## config.mk

```make
export PLATFORM = sky130hd
export DESIGN_NAME = tm1638_keyscan
export DESIGN_NICKNAME = d
export VERILOG_FILES = /design/src/rtl/tm1638_keyscan.sv
export SDC_FILE = /design/constraint.sdc
export NUM_CORES = 1
export LEC_CHECK = 0
export CORE_MARGIN = 2
export CORE_UTILIZATION = 50
export DETAILED_ROUTE_END_ITERATION = 10
export GPL_TIMING_DRIVEN = 0
export PLACE_DENSITY_LB_ADDON = 0.1
export SLEW_MARGIN = 20
export SYNTH_ARGS = -nofsm -noshare
export SYNTH_HDL_FRONTEND = slang
export SYNTH_SLANG_ARGS = --single-unit
```

## constraint.sdc

```tcl
create_clock -name clk -period 1.9 [get_ports clk]
set_clock_uncertainty 0.1 [all_clocks]
set_input_delay 0.19 -clock clk [delete_from_list [all_inputs] [get_ports clk]]
set_output_delay 0.19 -clock clk [all_outputs]
set_load 0.1 [all_outputs]
```

## src/rtl/tm1638_keyscan.sv

```systemverilog
// TM1638 key scanner: periodic or requested 32-bit key read over the shared STB/CLK/DIO bus.
// Optional build macro TM1638_KEY_DEBOUNCE_EN: accept a scan only when it repeats the previous raw word.
module tm1638_keyscan #(
  parameter int unsigned SCAN_DIV = 10000,
  parameter logic [7:0]  READ_CMD = 8'h42
) (
  input  logic        clk,
  input  logic        reset,
  input  logic        clken,
  input  logic        scan_req,
  output logic        bus_req,
  input  logic        bus_gnt,
  output logic        tm1638_clk,
  output logic        tm1638_stb,
  output logic        tm1638_dio_o,
  output logic        tm1638_dio_oe,
  input  logic        tm1638_dio_i,
  output logic [31:0] keys,
  output logic        keys_valid
);

  localparam int unsigned   CW     = (SCAN_DIV > 1) ? $clog2(SCAN_DIV) : 1;
  localparam logic [CW-1:0] RELOAD = CW'(SCAN_DIV - 1);

  typedef enum logic [2:0] {
    IDLE   = 3'd0,
    REQ    = 3'd1,
    STB_LO = 3'd2,
    CMD    = 3'd3,
    WAIT   = 3'd4,
    READ   = 3'd5,
    STB_HI = 3'd6
  } state_t;

  state_t        state_q, state_d;
  logic [CW-1:0] scan_cnt_q, scan_cnt_d;
  logic          pend_q, pend_d;
  logic [5:0]    tick_q, tick_d;      // tick_q[0] = half-bit phase, tick_q[5:1] = bit index
  logic [31:0]   shift_q, shift_d;
  logic          clk_q, clk_d;
  logic          stb_q, stb_d;
  logic          dio_q, dio_d;
  logic          oe_q, oe_d;
  logic          req_q, req_d;
  logic [31:0]   keys_q, keys_d;
  logic          valid_q, valid_d;
`ifdef TM1638_KEY_DEBOUNCE_EN
  logic [31:0]   raw_q, raw_d;
`endif

  // Next-state and next-output logic for the scan sequencer.
  always_comb begin
    state_d    = state_q;
    scan_cnt_d = scan_cnt_q;
    pend_d     = pend_q | scan_req;
    tick_d     = tick_q;
    shift_d    = shift_q;
    clk_d      = clk_q;
    stb_d      = stb_q;
    dio_d      = dio_q;
    oe_d       = oe_q;
    req_d      = req_q;
    keys_d     = keys_q;
    valid_d    = 1'b0;
`ifdef TM1638_KEY_DEBOUNCE_EN
    raw_d      = raw_q;
`endif
    case (state_q)
      IDLE: begin
        if (clken) begin
          if ((scan_cnt_q == {CW{1'b0}}) || pend_q) begin
            scan_cnt_d = RELOAD;
            pend_d     = 1'b0;
            req_d      = 1'b1;
            state_d    = REQ;
          end else begin
            scan_cnt_d = scan_cnt_q - CW'(1);
          end
        end else begin
          scan_cnt_d = scan_cnt_q;
        end
      end
      REQ: begin
        if (clken && bus_gnt) begin
          state_d = STB_LO;
        end else begin
          state_d = REQ;
        end
      end
      STB_LO: begin
        if (clken) begin
          stb_d   = 1'b0;
          oe_d    = 1'b1;
          tick_d  = 6'd0;
          state_d = CMD;
        end else begin
          state_d = STB_LO;
        end
      end
      CMD: begin
        if (clken) begin
          if (!tick_q[0]) begin
            clk_d  = 1'b0;
            dio_d  = READ_CMD[tick_q[3:1]];
            tick_d = tick_q + 6'd1;
          end else if (tick_q == 6'd15) begin
            // Release DIO on the last rising edge so the bus is never driven in WAIT.
            clk_d   = 1'b1;
            oe_d    = 1'b0;
            dio_d   = 1'b1;
            tick_d  = 6'd0;
            state_d = WAIT;
          end else begin
            clk_d  = 1'b1;
            tick_d = tick_q + 6'd1;
          end
        end else begin
          tick_d = tick_q;
        end
      end
      WAIT: begin
        if (clken) begin
          if (tick_q == 6'd1) begin
            tick_d  = 6'd0;
            state_d = READ;
          end else begin
            tick_d = tick_q + 6'd1;
          end
        end else begin
          tick_d = tick_q;
        end
      end
      READ: begin
        if (clken) begin
          if (!tick_q[0]) begin
            clk_d  = 1'b0;
            tick_d = tick_q + 6'd1;
          end else begin
            // Bits arrive first-to-last, so shifting in at the top leaves bit 0 = first bit.
            shift_d = {tm1638_dio_i, shift_q[31:1]};
            clk_d   = 1'b1;
            if (tick_q == 6'd63) begin
              tick_d  = 6'd0;
              state_d = STB_HI;
            end else begin
              tick_d = tick_q + 6'd1;
            end
          end
        end else begin
          tick_d = tick_q;
        end
      end
      STB_HI: begin
        if (clken) begin
          stb_d   = 1'b1;
          clk_d   = 1'b1;
          req_d   = 1'b0;
          state_d = IDLE;
`ifdef TM1638_KEY_DEBOUNCE_EN
          raw_d = shift_q;
          if (shift_q == raw_q) begin
            keys_d  = shift_q;
            valid_d = 1'b1;
          end else begin
            keys_d  = keys_q;
            valid_d = 1'b0;
          end
`else
          keys_d  = shift_q;
          valid_d = 1'b1;
`endif
        end else begin
          state_d = STB_HI;
        end
      end
      default: begin
        state_d = IDLE;
        stb_d   = 1'b1;
        clk_d   = 1'b1;
        dio_d   = 1'b1;
        oe_d    = 1'b0;
        req_d   = 1'b0;
        tick_d  = 6'd0;
      end
    endcase
  end

  // State and output registers; reset overrides clken, scan_req and bus_gnt.
  always_ff @(posedge clk) begin
    if (reset) begin
      state_q    <= IDLE;
      scan_cnt_q <= RELOAD;
      pend_q     <= 1'b0;
      tick_q     <= 6'd0;
      shift_q    <= 32'd0;
      clk_q      <= 1'b1;
      stb_q      <= 1'b1;
      dio_q      <= 1'b1;
      oe_q       <= 1'b0;
      req_q      <= 1'b0;
      keys_q     <= 32'd0;
      valid_q    <= 1'b0;
`ifdef TM1638_KEY_DEBOUNCE_EN
      raw_q      <= 32'd0;
`endif
    end else begin
      state_q    <= state_d;
      scan_cnt_q <= scan_cnt_d;
      pend_q     <= pend_d;
      tick_q     <= tick_d;
      shift_q    <= shift_d;
      clk_q      <= clk_d;
      stb_q      <= stb_d;
      dio_q      <= dio_d;
      oe_q       <= oe_d;
      req_q      <= req_d;
      keys_q     <= keys_d;
      valid_q    <= valid_d;
`ifdef TM1638_KEY_DEBOUNCE_EN
      raw_q      <= raw_d;
`endif
    end
  end

  assign bus_req       = req_q;
  assign tm1638_clk    = clk_q;
  assign tm1638_stb    = stb_q;
  assign tm1638_dio_o  = dio_q;
  assign tm1638_dio_oe = oe_q;
  assign keys          = keys_q;
  assign keys_valid    = valid_q;

endmodule

```

==> impl_metrics.toml <==
[finish]
final_common_cell = "nand2_1"
finalNonFillerCells = 669
drive_above_1_share = 0.171
antenna_cells = 0
finalInstanceArea_um2 = 4980
final_cell_mix = "nand2_1 (140), dfxtp_1 (89), a21oi_1 (79)"
num-nets-final = 572
synthToLayoutAreaGrowth_pct = 26.6
fin_util = 0.648
n_fill_cell = 705

[grt]
grt_pass1_wl_um = 15200
grt_usage = 0.222
grt_max_degree = 18
grt_pass1_vias = 3361
overflow = 0
antenna_found_initial = 0

[synthesis]
synth_cell_types = 54
syn_avg_cell_area_um2 = 7.95
ys_seq_elements = 95
synth_area_um2 = 3940
synth_top_area_frac = 0.483
ys_seq_area_frac = 0.483
ys.flop_type = "dfxtp_1"
synth_edf_count = 0
netlist_top_cells_area = "dfxtp_1 (48%), nand2_1 (14%), a21oi_1 (10%), clkbuf_1 (2.7%), nor2_1 (2.6%)"
syn_nets = 505
netlist_instances = 495
async_flop_share = 0
yosys_warnings = 0
synth_largest_area_cell = "dfxtp_1"

[floorplanning]
dieArea_um2 = 8600
fp.coreArea_um2 = 7690
fp.dieH_um = 92.7
io_pins = 44
fp.dieW_um = 92.7
start_util = 0.512
rows = 32

[place]
placed_area_um2 = 4490
gp_congestion = 0.818
dp_hpwl_um = 5970
portBuffers = 42
dp_cells = 639

[timing]
period_needed_ps = 2070
worst_pin_slew_ps = 963
final-setup-viol-count = 14
timing.final.ws_setup_ps = -175
slew_viol_final = 0
slew_headroom = 0.361
setup_tns_ps = -1030
timing.final.crit_share = 1.09
fmax_mhz = 482
grt_setup_unrepaired = "yes"
hold_viol = 0

[setup_path]
crit_chain = "inv_2 -> ha_4 -> or4b_4 -> o21a_4 -> a21oi_4 -> a22o_4 -> nor4_1 -> a31o_1"
cp_max_fo = 5
cp.arrival_ps = 2230
start_kind = "flop"
path_class = "flop to flop"
cp-end-kind = "flop"
crit_slowest_cell = "or4b_4"
cpPeakStageDelay_ps = 480
crit_required_ps = 2060

[clocking]
cts_tree = "built"
htreeDepth = 3
cts_buffers = 9
clkTransAtPathRegs_ps = 90
worstSkewPairLatency_ps = 360
cts.sinks = 95
cts_root_buf = "clkbuf_8"
clockBufferDepth = 2

[route]
wire_per_inst_um = 13.9
via_per_inst = 5.27
detail_route.iter0.violations = 147
drc = 0
vias = 3528
ant_nets = 0
first_pass_iters = 4
drt-total-wl_um = 9280

[status]
outcome = "finished with violations"
violations = "negative setup slack"

[min_path]
min_path_type = "primary input to flop"

[pwr]
vdd_drop_max_uv = 560
p_leak_nw = 1.83
power_density_nw_per_um2 = 739

[flow_run]
maxCapViolations = 0
-- per-layer routing --
metal,up-vias,global-route usage,wire [um]
met5,-,0,0
met4,0,0.0735,119
met3,10,0.0415,326
met2,80,0.363,4500
met1,1649,0.296,4330
li1,1789,-,-
-- layout make-up --
| class | count | area, um^2 | share of cell area |
|---|---|---|---|
| Buffer | 31 | 148 | 0.0296 |
| Clock buffer | 10 | 128 | 0.0256 |
| Clock inverter | 6 | 75.1 | 0.0151 |
| Inverter | 9 | 33.8 | 0.00678 |
| Multi-Input combinational cell | 356 | 2030 | 0.408 |
| Sequential cell | 95 | 1910 | 0.384 |
| Tap cell | 102 | 128 | 0.0256 |
| Timing Repair Buffer | 60 | 526 | 0.105 |
-- synthesized netlist by cell type (5+ instances only) --
cell type  instances
a21oi_1           81
clkbuf_1          28
dfxtp_1           95
inv_1              8
nand2_1          143
nand2b_1           5
nand3_1            8
nor2_1            27
o21ai_0           11
xnor2_1            8
-- state kept, by name, summed over array words and instances (netlist names), 3 cells and up, named ones only --
signal	count
keys	32
tick_q	6
shift_q	32
state_q	3
scan_cnt_q	14
-- logic make-up (layout without fill, tap and decap cells) --
kind of cell    count (synthesis)  count (layout)  share of synthesized area
simple gates                  220             220                      0.249
compound gates                119             119                      0.178
mux                             3               3                    0.00795
fa+ha+maj                       4               4                     0.0127
buf+inv                        44             116                     0.0471
flops                          95              95                      0.483
xor+xnor                       10              10                     0.0223
-- report_power, final --
part / internal [mW] / total, mW / switching [mW]
clock: 0.631 / 1.38 / 0.748
combinational: 0.102 / 0.280 / 0.178
sequential: 2.00 / 2.02 / 0.0175
total: 2.74 / 3.68 / 0.943
-- critical path, delay by kind of cell, from the launching register on --
kind,cells,cell delay (ps)
compound gates,4,810
simple gates,2,530
flops,1,370
fa+ha+maj,1,110
buf+inv,1,60
-- final timing paths --
| kind | slack, ps | depth (start not counted) | end | start |
|---|---|---|---|---|
| setup / recovery | -170 | 8 | flop | tick_q[1]$_SDFFE_PP0N_ |
| hold / removal | 200 | 3 | tm1638_clk$_SDFFE_PP1P_ | clken |
| setup reg to reg | -170 | 8 | flop | tick_q[1]$_SDFFE_PP0N_ |
| hold reg to reg | 350 | 2 | keys[30]$_SDFFE_PP0P_ | keys[30]$_SDFFE_PP0P_ |
-- per-stage QoR --
stage	power (mW)	setup slack, ps	hold slack, ps
final	3.68	-175	204
after global routing	3.83	-211	225
after CTS	3.68	-155	182
after detailed placement	2.31	-246	345
after global placement	2.31	-230	345
after floorplan	2.24	-24.1	173
-- timing repair --
item                       4_1_cts  5_1_grt
hold buffers                     0        0
buffers inserted                11        7
pin swaps                       10       11
setup endpoints to repair       89       90
resized for setup               74       42
Power figures use the tool's default switching activity.
